### src/rtl/adder_pkg.sv
// Shared constants and helpers for the registered ripple-carry adder.
package adder_pkg;

  localparam int unsigned ADDER_DEFAULT_WIDTH = 9;

  // Two's-complement overflow: operands agree in sign but the result does not.
  function automatic logic signed_overflow(input logic a_sign,
                                           input logic b_sign,
                                           input logic s_sign);
    return (a_sign == b_sign) && (s_sign != a_sign);
  endfunction

endpackage

### src/rtl/adder_unit_full_adder_cell.sv
// Single-bit full adder; one link of the ripple-carry chain.
module full_adder_cell (
  input  logic a,
  input  logic b,
  input  logic cin,
  output logic s,
  output logic cout
);

  logic p;

  assign p    = a ^ b;
  assign s    = p ^ cin;
  assign cout = (a & b) | (cin & p);

endmodule

### src/rtl/adder_unit.sv
// Registered N-bit adder: ripple-carry datapath with registered sum, carry and signed-overflow flags.
module adder_unit
  import adder_pkg::*;
#(
  parameter int unsigned N = ADDER_DEFAULT_WIDTH
) (
  input  logic         clk,
  input  logic         rst,
  input  logic         in_valid,
  input  logic [N-1:0] input1,
  input  logic [N-1:0] input2,
  output logic         out_valid,
  output logic [N-1:0] sum,
  output logic         carry_out,
  output logic         overflow
);

  logic [N:0]   carry;
  logic [N-1:0] sum_next;
  logic         overflow_next;

  assign carry[0] = 1'b0;

  for (genvar i = 0; i < N; i++) begin : g_chain
    full_adder_cell u_cell (
      .a    (input1[i]),
      .b    (input2[i]),
      .cin  (carry[i]),
      .s    (sum_next[i]),
      .cout (carry[i+1])
    );
  end

  assign overflow_next = signed_overflow(input1[N-1], input2[N-1], sum_next[N-1]);

  // Result registers hold across idle cycles; only the valid flag tracks in_valid.
  always_ff @(posedge clk or posedge rst) begin
    if (rst) begin
      out_valid <= 1'b0;
      sum       <= '0;
      carry_out <= 1'b0;
      overflow  <= 1'b0;
    end else begin
      out_valid <= in_valid;
      if (in_valid) begin
        sum       <= sum_next;
        carry_out <= carry[N];
        overflow  <= overflow_next;
      end
    end
  end

endmodule

### config.mk
export PLATFORM = sky130hd
export DESIGN_NAME = adder_unit
export DESIGN_NICKNAME = d
export VERILOG_FILES = /design/src/rtl/adder_pkg.sv /design/src/rtl/adder_unit_full_adder_cell.sv /design/src/rtl/adder_unit.sv
export SDC_FILE = /design/constraint.sdc
export NUM_CORES = 1
export LEC_CHECK = 0
export BUFFER_PORTS_ARGS = -buffer_cell sky130_fd_sc_hd__buf_2
export CAP_MARGIN = 25
export CORE_MARGIN = 2
export CORE_UTILIZATION = 42
export CTS_BUF_LIST = sky130_fd_sc_hd__clkbuf_8
export CTS_CLUSTER_SIZE = 25
export DETAILED_ROUTE_END_ITERATION = 6
export PLACE_DENSITY = 0.82
export RECOVER_POWER = 25
export SYNTH_ARGS = -nofsm -noshare
export SYNTH_HDL_FRONTEND = slang
export SYNTH_SLANG_ARGS = --single-unit
### constraint.sdc
create_clock -name clk -period 0.85 [get_ports clk]
set_clock_uncertainty 0.15 [all_clocks]
set_input_delay 0.17 -clock clk [delete_from_list [all_inputs] [get_ports clk]]
set_output_delay 0.17 -clock clk [all_outputs]
set_load 0.05 [all_outputs]
# Yosys cells after proc, flatten, opt, wreduce, memory -nomap -nowiden

Cells that the tools add are included.

Bits in registers: 12
Logic and storage cells: 49
Output and inout port bits: 12
Bits of input ports: 21

Reductions and logical operators: 1
Bitwise operators: 42
Equal/unequal tests: 2

Operators by type and width:

| operator          | count |
|---|---|
| $and 1x1->1       | 17 |
| $xor 1x1->1       | 17 |
| $or 1x1->1        | 8 |
| $eq 1x1->1        | 1 |
| $logic_and 1x1->1 | 1 |
| $ne 1x1->1        | 1 |

# Logic depth before layout (Yosys ltp)

Gate-level depths: netlist (run 1).

Depth in word-level cells: 18
Gate-level depth with buffers: 14
Mapped depth without buffers: 14

# Cells and area by module

A second synthesis (run 1) with hierarchy kept.

Cells, all modules: 38
Area, all modules: 634.4 µm²

Modules (own cells, without submodules):

| module          | area an instance (µm²) | cells each | seq. area each (µm²) | instances |
|---|---|---|---|---|
| adder_unit      | 454.2                  | 29         | 300.3                | 1 |
| full_adder_cell | 20.0                   | 1          | 0.0                  | 9 |

# Least setup slack after synthesis (run 1)

Ideal clock, no wire load.

Path kind: in2reg
Start point: input port input1[0]
End point: register overflow
Arrival: 3.531 ns
Setup time: 0.128 ns
Stages on the path: 14
Slack: -2.959 ns
Path buffers: 0
Data required time: 0.572 ns
Path through: ha_1 -> fa_1 -> fa_1 -> fa_1 -> fa_1 -> fa_1 -> inv_1 -> fa_1 -> inv_1 -> fa_1 -> inv_1 -> fa_1 -> xor2_1 -> o22ai_1

Word-level cells in the longest chain between the ends: 18

Ends and longest elaborated chain:

| element                   | line                             | text |
|---|---|---|
| start, declared           | adder_unit.sv:10                 | `input logic [N-1:0] input1,` |
| $and 1x1->1 (2 in series) | adder_unit_full_adder_cell.sv:14 | `assign cout = (a & b) \| (cin & p);` |
| $or 1x1->1                | adder_unit_full_adder_cell.sv:14 |  |
| $and 1x1->1               | adder_unit_full_adder_cell.sv:14 |  |
| $or 1x1->1                | adder_unit_full_adder_cell.sv:14 |  |
| $and 1x1->1               | adder_unit_full_adder_cell.sv:14 |  |
| $or 1x1->1                | adder_unit_full_adder_cell.sv:14 |  |
| $and 1x1->1               | adder_unit_full_adder_cell.sv:14 |  |
| $or 1x1->1                | adder_unit_full_adder_cell.sv:14 |  |
| $and 1x1->1               | adder_unit_full_adder_cell.sv:14 |  |
| $or 1x1->1                | adder_unit_full_adder_cell.sv:14 |  |
| $and 1x1->1               | adder_unit_full_adder_cell.sv:14 |  |
| $or 1x1->1                | adder_unit_full_adder_cell.sv:14 |  |
| $and 1x1->1               | adder_unit_full_adder_cell.sv:14 |  |
| $or 1x1->1                | adder_unit_full_adder_cell.sv:14 |  |
| $xor 1x1->1               | adder_unit_full_adder_cell.sv:13 | `assign s = p ^ cin;` |
| $ne 1x1->1                | adder_pkg.sv:10                  | `return (a_sign == b_sign) && (s_sign != a_sign);` |
| $logic_and 1x1->1         | adder_pkg.sv:10                  |  |
| end signal, assigned      | adder_unit.sv:48                 | `overflow <= overflow_next;` |
| end, declared             | adder_unit.sv:15                 | `output logic overflow` |

Every way passes these cells.
A chain may end at the register's enable or synchronous reset.

# Worst setup path after layout (run 1)

Ends and elaborated chain as after synthesis.

==> results of run 1 <==
-- area by class of cell --
cell class | count | area, sq um | area share [%]
inverters | 9 | 33.8 | 3.07
flip-flops and latches | 12 | 314 | 28.5
repair buffers | 40 | 314 | 28.5
well taps | 16 | 20.0 | 1.82
clock inverters | 1 | 3.75 | 0.341
clock buffers | 3 | 41.3 | 3.75
multi-input cells | 26 | 374 | 34.0
-- metal layers --
layer / up-vias / track usage [%] / share of wire, %
li1: 233 / - / -
met1: 241 / 17.0 / 37
met2: 24 / 31.8 / 56
met3: 2 / 3.27 / 5.2
met4: 0 / 11.5 / 1.9
met5: - / 0 / 0
-- stage by stage --
| stage | TNS [ns] | cells | utilization, % | total power [mW] | hold WS [ns] |
|---|---|---|---|---|---|
| floorplan | -17.35 | 49 | - | 1.40 | -0.116 |
| global placement | -19.51 | 100 | 60.3 | 1.60 | 0.00835 |
| detailed placement | -20.07 | 100 | 60.3 | 1.64 | 0.0117 |
| CTS | -19.75 | 107 | 72.0 | 2.40 | 0.124 |
| global route | -20.26 | 107 | 72.2 | 2.50 | 0.132 |
| finish | -19.58 | 107 | 72.2 | 2.38 | 0.127 |
-- timing repair --
| item | in CTS | in global routing |
|---|---|---|
| endpoints found under the setup margin | 23 | 23 |
| setup buffers | 2 | 0 |
| pin swaps | 4 | 0 |
| resized for setup | 32 | 1 |
| hold buffers | 1 | 0 |
| endpoints found under the hold margin | 12 | 0 |
-- registers in the layout (all words and copies together) (netlist names) --
register and flops:
out_valid 1, overflow 1, carry_out 1, sum 9
-- worst max-delay path by stage --
stage | to | cells past startpoint
after detailed placement | overflow$_DFFE_PP0P_ | 15
after global routing | overflow$_DFFE_PP0P_ | 15
after global placement | overflow$_DFFE_PP0P_ | 15
after floorplan | overflow$_DFFE_PP0P_ | 14
after CTS | overflow$_DFFE_PP0P_ | 15
final | overflow$_DFFE_PP0P_ | 15
-- cells by family (layout without fill, tap and decap cells) --
group | count (synthesis) | in the layout | share of synthesized area [%]
and+or+nand+nor | 4 | 4 | 2.56
muxes | 7 | 7 | 13.2
DFF | 12 | 12 | 44.0
adders and majority gates | 10 | 10 | 27.1
buffers and inverters | 11 | 53 | 8.79
AOI/OAI and AO/OA | 4 | 4 | 3.11
xor gates and xnor gates | 1 | 1 | 1.28
-- layout by cell type (no fill, tap or decap) --
master and instances:
a21oi_2 3, buf_2 17, clkbuf_2 1, dfrtp_1 1, mux2_2 2, buf_6 13
inv_1 7, o22ai_1 1, buf_8 1, fa_2 8, ha_4 1, mux2_4 5
xor2_1 1, clkbuf_8 3, nand2b_1 1, ha_1 1, nor2_1 3, inv_2 3
buf_4 7, dfrtp_2 11, dlygate4sd3_1 1
-- where the power goes --
part / leakage, nW / internal, mW / switching, mW
Sequential: 0.129 / 0.700 / 0.0793
Clock: 0.0269 / 0.317 / 0.204
Combinational: 0.373 / 0.474 / 0.604
-- critical path, cell delays in order --
cell	delay, ns
buf_6	0.10
ha_4	0.15
fa_2	0.33
fa_2	0.34
fa_2	0.35
fa_2	0.35
fa_2	0.34
inv_2	0.06
fa_2	0.19
inv_2	0.04
fa_2	0.33
inv_2	0.07
fa_2	0.44
xor2_1	0.15
o22ai_1	0.09
==> impl_metrics.tcl, run 1 <==
set metrics [dict create \
    die_height_um 44.3 \
    violations "negative setup slack" \
    finalHoldViolCount 0 \
    die-area_sq_mm 0.00197 \
    first_pass_iters 4 \
    rr_worst_depth 3 \
    design_area_sq_mm 0.00110 \
    crit_arrival_ns 3.49 \
    io_buffers 32 \
    die-width_um 44.3 \
    startpoint "input1[0]" \
    dpl_cell_area_sq_um 918 \
    min_period_ns 3.53 \
    min-delay-start "input2[0]" \
    cp.required_ns 0.81 \
    track_usage_pct 17.1 \
    synthDominantCellAreaShare_pct 44.0 \
    fmax_mhz 283 \
    finalSetupViolations 23 \
    grt_pass1_vias 590 \
    worstSetupStartpointType "input port" \
    cts-root-buf "clkbuf_8" \
    cts_sinks 12 \
    core-area_sq_mm 0.00152 \
    ys_seq_area_share_pct 44.0 \
    syn_inst 49 \
    status "finished, violations left" \
    preCtsSetupSlack_ns -3.00 \
    cap_violations 0 \
    rr_startpoint "sum[8]$_DFFE_PP0P_" \
    vias_per_cell 4.67 \
    nets 123 \
    syn-num-nets 80 \
    routed-via-count 500 \
    cts_tree "done" \
    r2r_setup_slack_ns -0.10 \
    worstHoldEndpoint "sum[0]$_DFFE_PP0P_" \
    io_pins 33 \
    place_congestion 0.645 \
    worstReg2RegEnd "sum[8]$_DFFE_PP0P_" \
    ant_nets 0 \
    hold_path.class "in2reg" \
    period_share_pct 415 \
    cts_max_level 1 \
    clockBufferDepth 2 \
    leakagePower_nw 0.529 \
    synthTopCellsByCount "dfrtp_1, inv_1, fa_1, mux2_2" \
    drive_gt1_share_pct 82.4 \
    synth_seq_cells 12 \
    routedWlPerCell_um 13.0 \
    antenna_found_initial 0 \
    fin_ws_ns -2.68 \
    drv_slew 0 \
    cts_made_buffers 3 \
    grt-ovfl-total 0 \
    netlist.top_cell.by_area "dfrtp_1" \
    vdd_drop_max_v 0.00142 \
    rows 14 \
    drtIter0Drc 3 \
    synth-edff-count 0 \
    path_class "in2reg" \
    areaGrowthSynthToFinish_pct 61.2 \
    slew_headroom_pct 82.1 \
    dp_hpwl_mm 1.05 \
    path_max_fanout 2 \
    grt_pass1_wl_mm 2.34 \
    hold_depth 3 \
    synth_cell_types 13 \
    async_reset_ff_share_pct 100 \
    synth.cell_area_sq_um 683 \
    clk_pin_slew_worst_paths_ns 0.06 \
    initial_core_util_pct 44.8 \
    grt_max_degree 13 \
    avgSynthCellArea_sq_um 13.9 \
    tightest_slew_ns 0.268 \
    endpoint_kind "flip-flop" \
    p_per_area_mw_per_mm2 2160 \
    drc 0 \
    insertedDiodeCount 0 \
    synthFlopType "dfrtp_1" \
    wl_mm 1.39 \
    rsz0062_at_grt "true" \
    synth_area_leaders "dfrtp_1, fa_1, mux2_2, mux2_4, inv_1" \
    fillCellCount 111 \
    synth_most_common_cell "dfrtp_1" \
    synth_warnings 0 \
    clkLatencyLatePin_ns 0.24 \
]
(Power assumes the default switching activity.)
==> inputs of run 2 (changes only) <==
- BUFFER_PORTS_ARGS: -buffer_cell sky130_fd_sc_hd__buf_2 -> -buffer_cell sky130_fd_sc_hd__buf_4
==> run 2 against run 1 <==
Compared with the run above:
- the run still ends with negative setup slack left
- power is 1.9% higher
- global-route usage increased by 1.3 points
- flip-flop and latch count stayed put
- maximum frequency up 0.67%
- count of clock-buffer cells in the layout stayed put
- non-clock buffer count unchanged
- wire length increased by 6.9%
- critical path depth stayed put
- core utilization rose by 2.6 points
- worst setup slack improved by 0.023 ns
- critical endpoint unchanged
- largest cell class unchanged
- largest power group unchanged
==> impl_metrics.tcl, run 2 (synthesized netlist as in run 1, its figures left out) <==
set metrics [dict create \
    rsz0062_at_grt "true" \
    drtIter0Drc 1 \
    die_height_um 44.3 \
    violations "negative setup slack" \
    regMostFlops "sum" \
    finalSetupViolations 23 \
    hold_path.class "in2reg" \
    finalHoldViolCount 0 \
    final_cell_mix "buf_4, buf_6, dfrtp_2" \
    p_per_area_mw_per_mm2 2120 \
    io_buffers 32 \
    antenna_found_initial 0 \
    fin_ws_ns -2.66 \
    vdd_drop_max_v 0.00123 \
    path_max_fanout 2 \
    drc 0 \
    clkLatencyLatePin_ns 0.23 \
    grt_pass1_wl_mm 2.39 \
    cp.required_ns 0.81 \
    grt-ovfl-total 0 \
    fin_util_pct 74.9 \
    path_common_cell "fa_2" \
    cp_cell_sequence "buf_6 > ha_4 > fa_2 > fa_2 > fa_2 > fa_2 > fa_2 > inv_2 > fa_2 > inv_2 > fa_2 > inv_2 > fa_1 > xor2_1 > o22ai_1" \
    die-area_sq_mm 0.00197 \
    routed-via-count 513 \
    cts_sinks 12 \
    cts_max_level 1 \
    drv_slew 0 \
    cap_violations 0 \
    initial_core_util_pct 44.8 \
    place_inst 99 \
    wl_mm 1.49 \
    worstSetupStartpointType "input port" \
    crit_arrival_ns 3.47 \
    cts_made_buffers 3 \
    fillCellCount 96 \
    status "finished, violations left" \
    io_pins 33 \
    tightest_slew_ns 0.305 \
    grt_pass1_vias 557 \
    vias_per_cell 4.79 \
    drive_gt1_share_pct 80.2 \
    dp_hpwl_mm 1.13 \
    place_congestion 0.718 \
    path_class "in2reg" \
    clockBufferDepth 2 \
    critPathMaxStageDelay_ns 0.43 \
    final_common_cell "buf_4" \
    slew_headroom_pct 79.7 \
    fin_cells 107 \
    nets 123 \
    min_period_ns 3.51 \
    leakagePower_nw 0.549 \
    largest_reg_flops 9 \
    track_usage_pct 18.4 \
    period_share_pct 412 \
    ant_nets 0 \
    endpoint_kind "flip-flop" \
    areaGrowthSynthToFinish_pct 67.0 \
    rows 14 \
    fmax_mhz 285 \
    routedWlPerCell_um 13.9 \
    core-area_sq_mm 0.00152 \
    insertedDiodeCount 0 \
    cts-root-buf "clkbuf_8" \
    clk_pin_slew_worst_paths_ns 0.05 \
    cpMaxStageDelayCell "fa_1" \
    grt_max_degree 13 \
    first_pass_iters 2 \
    cts_tree "done" \
    die-width_um 44.3 \
]
-- run 2: cell counts in the layout (fill, tap and decap cells not counted) --
Identical to the previous run, type by type.
-- run 2: report_power, final --
group          total (mW)  internal (mW)  leakage, nW  switching, mW
Clock               0.523          0.318       0.0269          0.205
Sequential          0.789          0.700        0.129         0.0887
Combinational        1.11          0.503        0.393          0.609
-- run 2: what timing repair did --
item | 4_1_cts | 5_1_grt
resized for setup | 17 | 3
pin swaps | 3 | 1
endpoints found under the hold margin | 12 | 0
setup buffers | 0 | 3
hold buffers | 1 | 0
setup endpoints to repair | 23 | 23
cloned | 0 | 0
-- run 2: stage by stage --
stage / setup slack [ns] / hold WS, ns / cell area, sq um / TNS, ns / power [mW]
final: -2.66 / 0.124 / 1140 / -19.50 / 2.42
after global routing: -2.75 / 0.133 / 1140 / -20.40 / 2.54
after CTS: -2.65 / 0.118 / 1110 / -19.51 / 2.39
after detailed placement: -2.96 / 0.0376 / 991 / -19.60 / 1.74
after global placement: -2.91 / 0.0165 / 991 / -19.25 / 1.70
after floorplan: -2.73 / -0.116 / 727 / -17.35 / 1.40
-- run 2: metal layers --
layer  GRT usage [%]  share of wire [%]
met1            17.4                 34
met2            36.2                 60
met3            4.08                4.8
met4            9.09                1.3
met5               0                  0
-- run 2: cell type report --
type	instances	area, sq um	area share, %
multi-input cells	26	372	32.6
repair buffers	40	357	31.3
flip-flops and latches	12	314	27.5
clock buffers	3	41.3	3.62
inverters	9	33.8	2.96
well taps	16	20.0	1.75
clock inverters	1	3.75	0.329
-- run 2: path summary, 6_finish.rpt --
check / slack, ns / to / startpoint / depth (start not counted)
setup / recovery: -2.66 / overflow$_DFFE_PP0P_ / input1[0] / 15
hold / removal: 0.12 / sum[0]$_DFFE_PP0P_ / input2[0] / 3
setup reg to reg: -0.12 / sum[8]$_DFFE_PP0P_ / sum[8]$_DFFE_PP0P_ / 3
hold reg to reg: 0.38 / sum[2]$_DFFE_PP0P_ / sum[2]$_DFFE_PP0P_ / 1
max in group asynchronous: 0.05 / sum[7]$_DFFE_PP0P_ / rst / 4
min in group asynchronous: 0.34 / out_valid$_DFF_PP0_ / rst / 4
-- run 2: worst max-delay path, delay by kind of cell --
kind            cells  cell delay [ns]
fa+ha+maj           9             2.77
buf+inv             4             0.27
compound gates      1             0.10
xor+xnor            1             0.16
==> inputs of run 3 (changes only) <==
- REMOVE_ABC_BUFFERS: unset -> 1
==> run 3 against run 2 <==
Compared with the run above:
- the run still ends with negative setup slack left
- critical path depth did not move
- combinational power rose by 6%
- die area did not move
- count of clock-buffer cells in the layout rose by 1
==> impl_metrics.tcl, run 3 (synthesized netlist as in run 1, its figures left out) <==
set metrics [dict create \
    switching_share_pct 35.7 \
    final_cell_mix "buf_4, buf_6, dfrtp_1" \
    die-area_sq_mm 0.00197 \
    slew_headroom_pct 89.1 \
    tightest_slew_ns 0.164 \
    p_int_mw 1.65 \
    rows 14 \
    clockBufferDepth 2 \
    initial_core_util_pct 44.8 \
    finalSetupViolations 23 \
    cap_violations 0 \
    design_area_sq_mm 0.00118 \
    nets 128 \
    wl_mm 1.47 \
    fillCellCount 86 \
    grt_pass1_wl_mm 2.39 \
    p_clk_share_pct 24.2 \
    path_class "in2reg" \
    antenna_found_initial 0 \
    grt_pass1_vias 573 \
    drtIter0Drc 0 \
    leakagePower_nw 0.578 \
    violations "negative setup slack" \
    core-area_sq_mm 0.00152 \
    ant_nets 0 \
    regMostFlops "sum" \
    cts_tree "done" \
    drv_slew 0 \
    seqCellArea_sq_um 300 \
    routedWlPerCell_um 13.2 \
    switchingPower_mw 0.915 \
    fmax_mhz 278 \
    place_congestion 0.658 \
    routed-via-count 512 \
    rsz0062_at_grt "true" \
    cp.required_ns 0.82 \
    status "finished, violations left" \
    worstSetupStartpointType "input port" \
    vias_per_cell 4.57 \
    insertedDiodeCount 0 \
    cts_sinks 12 \
    first_pass_iters 1 \
    finalHoldViolCount 0 \
    clk_pin_slew_worst_paths_ns 0.05 \
    multiInputGateArea_sq_um 367 \
    cts_made_buffers 3 \
    preCtsSetupSlack_ns -3.26 \
    p_per_area_mw_per_mm2 2180 \
    die_height_um 44.3 \
    areaGrowthSynthToFinish_pct 72.2 \
    path_max_fanout 2 \
    power_frac_comb_pct 46.0 \
    fin_cells 112 \
    dpl_cell_area_sq_um 940 \
    cts-root-buf "clkbuf_8" \
    min_period_ns 3.59 \
    hold_path.class "in2reg" \
    io_pins 33 \
    period_share_pct 423 \
    cts_max_level 1 \
    vdd_drop_max_v 0.00127 \
    die-width_um 44.3 \
    fin_setup_tns_ns -19.79 \
    fin_ws_ns -2.74 \
    io_buffers 32 \
    drc 0 \
    grt-ovfl-total 0 \
    track_usage_pct 17.6 \
    clkLatencyLatePin_ns 0.24 \
    crit_arrival_ns 3.56 \
    final_common_cell "buf_4" \
    place_inst 98 \
    endpoint_kind "flip-flop" \
    drive_gt1_share_pct 71.9 \
    seq_power_share_pct 29.7 \
    largest_reg_flops 9 \
    grt_max_degree 13 \
    dp_hpwl_mm 1.07 \
]
run 3: cell types whose count changed in the layout (fill, tap and decap cells not counted), sizes merged:
cell	change
buf	+6
inv	-1
run 3: what timing repair did:
item | in CTS | in global routing
buffers inserted | 6 | 3
pin swaps | 8 | 9
resized for setup | 30 | 2
gates cloned | 0 | 0
endpoints found under the setup margin | 23 | 35
hold endpoints to repair | 12 | 0
hold buffers | 1 | 0
run 3: power groups by stage:
stage | clock network, mW | registers [mW] | logic (mW)
after floorplan | 0 | 1.13 | 0.209
after global placement | 0 | 0.749 | 0.911
after detailed placement | 0 | 0.749 | 0.937
after CTS | 0.632 | 0.760 | 1.14
after global routing | 0.656 | 0.772 | 1.25
final | 0.621 | 0.762 | 1.18
run 3: path summary, 6_finish.rpt:
path                       depth (start not counted)              endpoint  slack [ns]          startpoint
min reg2reg                                        1    sum[3]$_DFFE_PP0P_        0.39  sum[3]$_DFFE_PP0P_
min                                                1   out_valid$_DFF_PP0_        0.01            in_valid
max                                               15  overflow$_DFFE_PP0P_       -2.74           input1[0]
max in group asynchronous                          4    sum[8]$_DFFE_PP0P_        0.07                 rst
max reg2reg                                        2    sum[7]$_DFFE_PP0P_       -0.21  sum[7]$_DFFE_PP0P_
min in group asynchronous                          4    sum[4]$_DFFE_PP0P_        0.35                 rst
run 3: final cells by class:
cell class | count | area share [%]
repair buffers | 45 | 34.0
flip-flops and latches | 12 | 25.5
well taps | 16 | 1.70
multi-input cells | 26 | 31.2
inverters | 9 | 2.87
clock buffers | 4 | 4.68
run 3: worst max-delay path, stage by stage:
cell     delay (ns)
buf_6          0.10
ha_4           0.15
fa_2           0.33
fa_2           0.34
fa_2           0.35
fa_2           0.35
fa_2           0.36
inv_2          0.07
fa_2           0.19
inv_2          0.04
fa_2           0.32
inv_2          0.06
fa_2           0.45
xor2_1         0.19
o22ai_1        0.09
run 3: routing by layer:
layer / vias up / GRT usage (%) / part of all wire [%]
li1: 243 / - / -
met1: 251 / 20.3 / 38
met2: 18 / 30.9 / 57
met3: 0 / 4.49 / 4.5
met4: 0 / 7.27 / 0
met5: - / 0 / 0
run 3: metrics by stage:
step | power (mW) | hold slack, ns | util, %
after CTS | 2.53 | 0.00575 | 75.2
after detailed placement | 1.69 | 0.0263 | 61.7
after global routing | 2.68 | 0.0112 | 77.2
after global placement | 1.66 | 0.0186 | 61.7
final | 2.56 | 0.0116 | 77.2
after floorplan | 1.34 | -0.115 | -
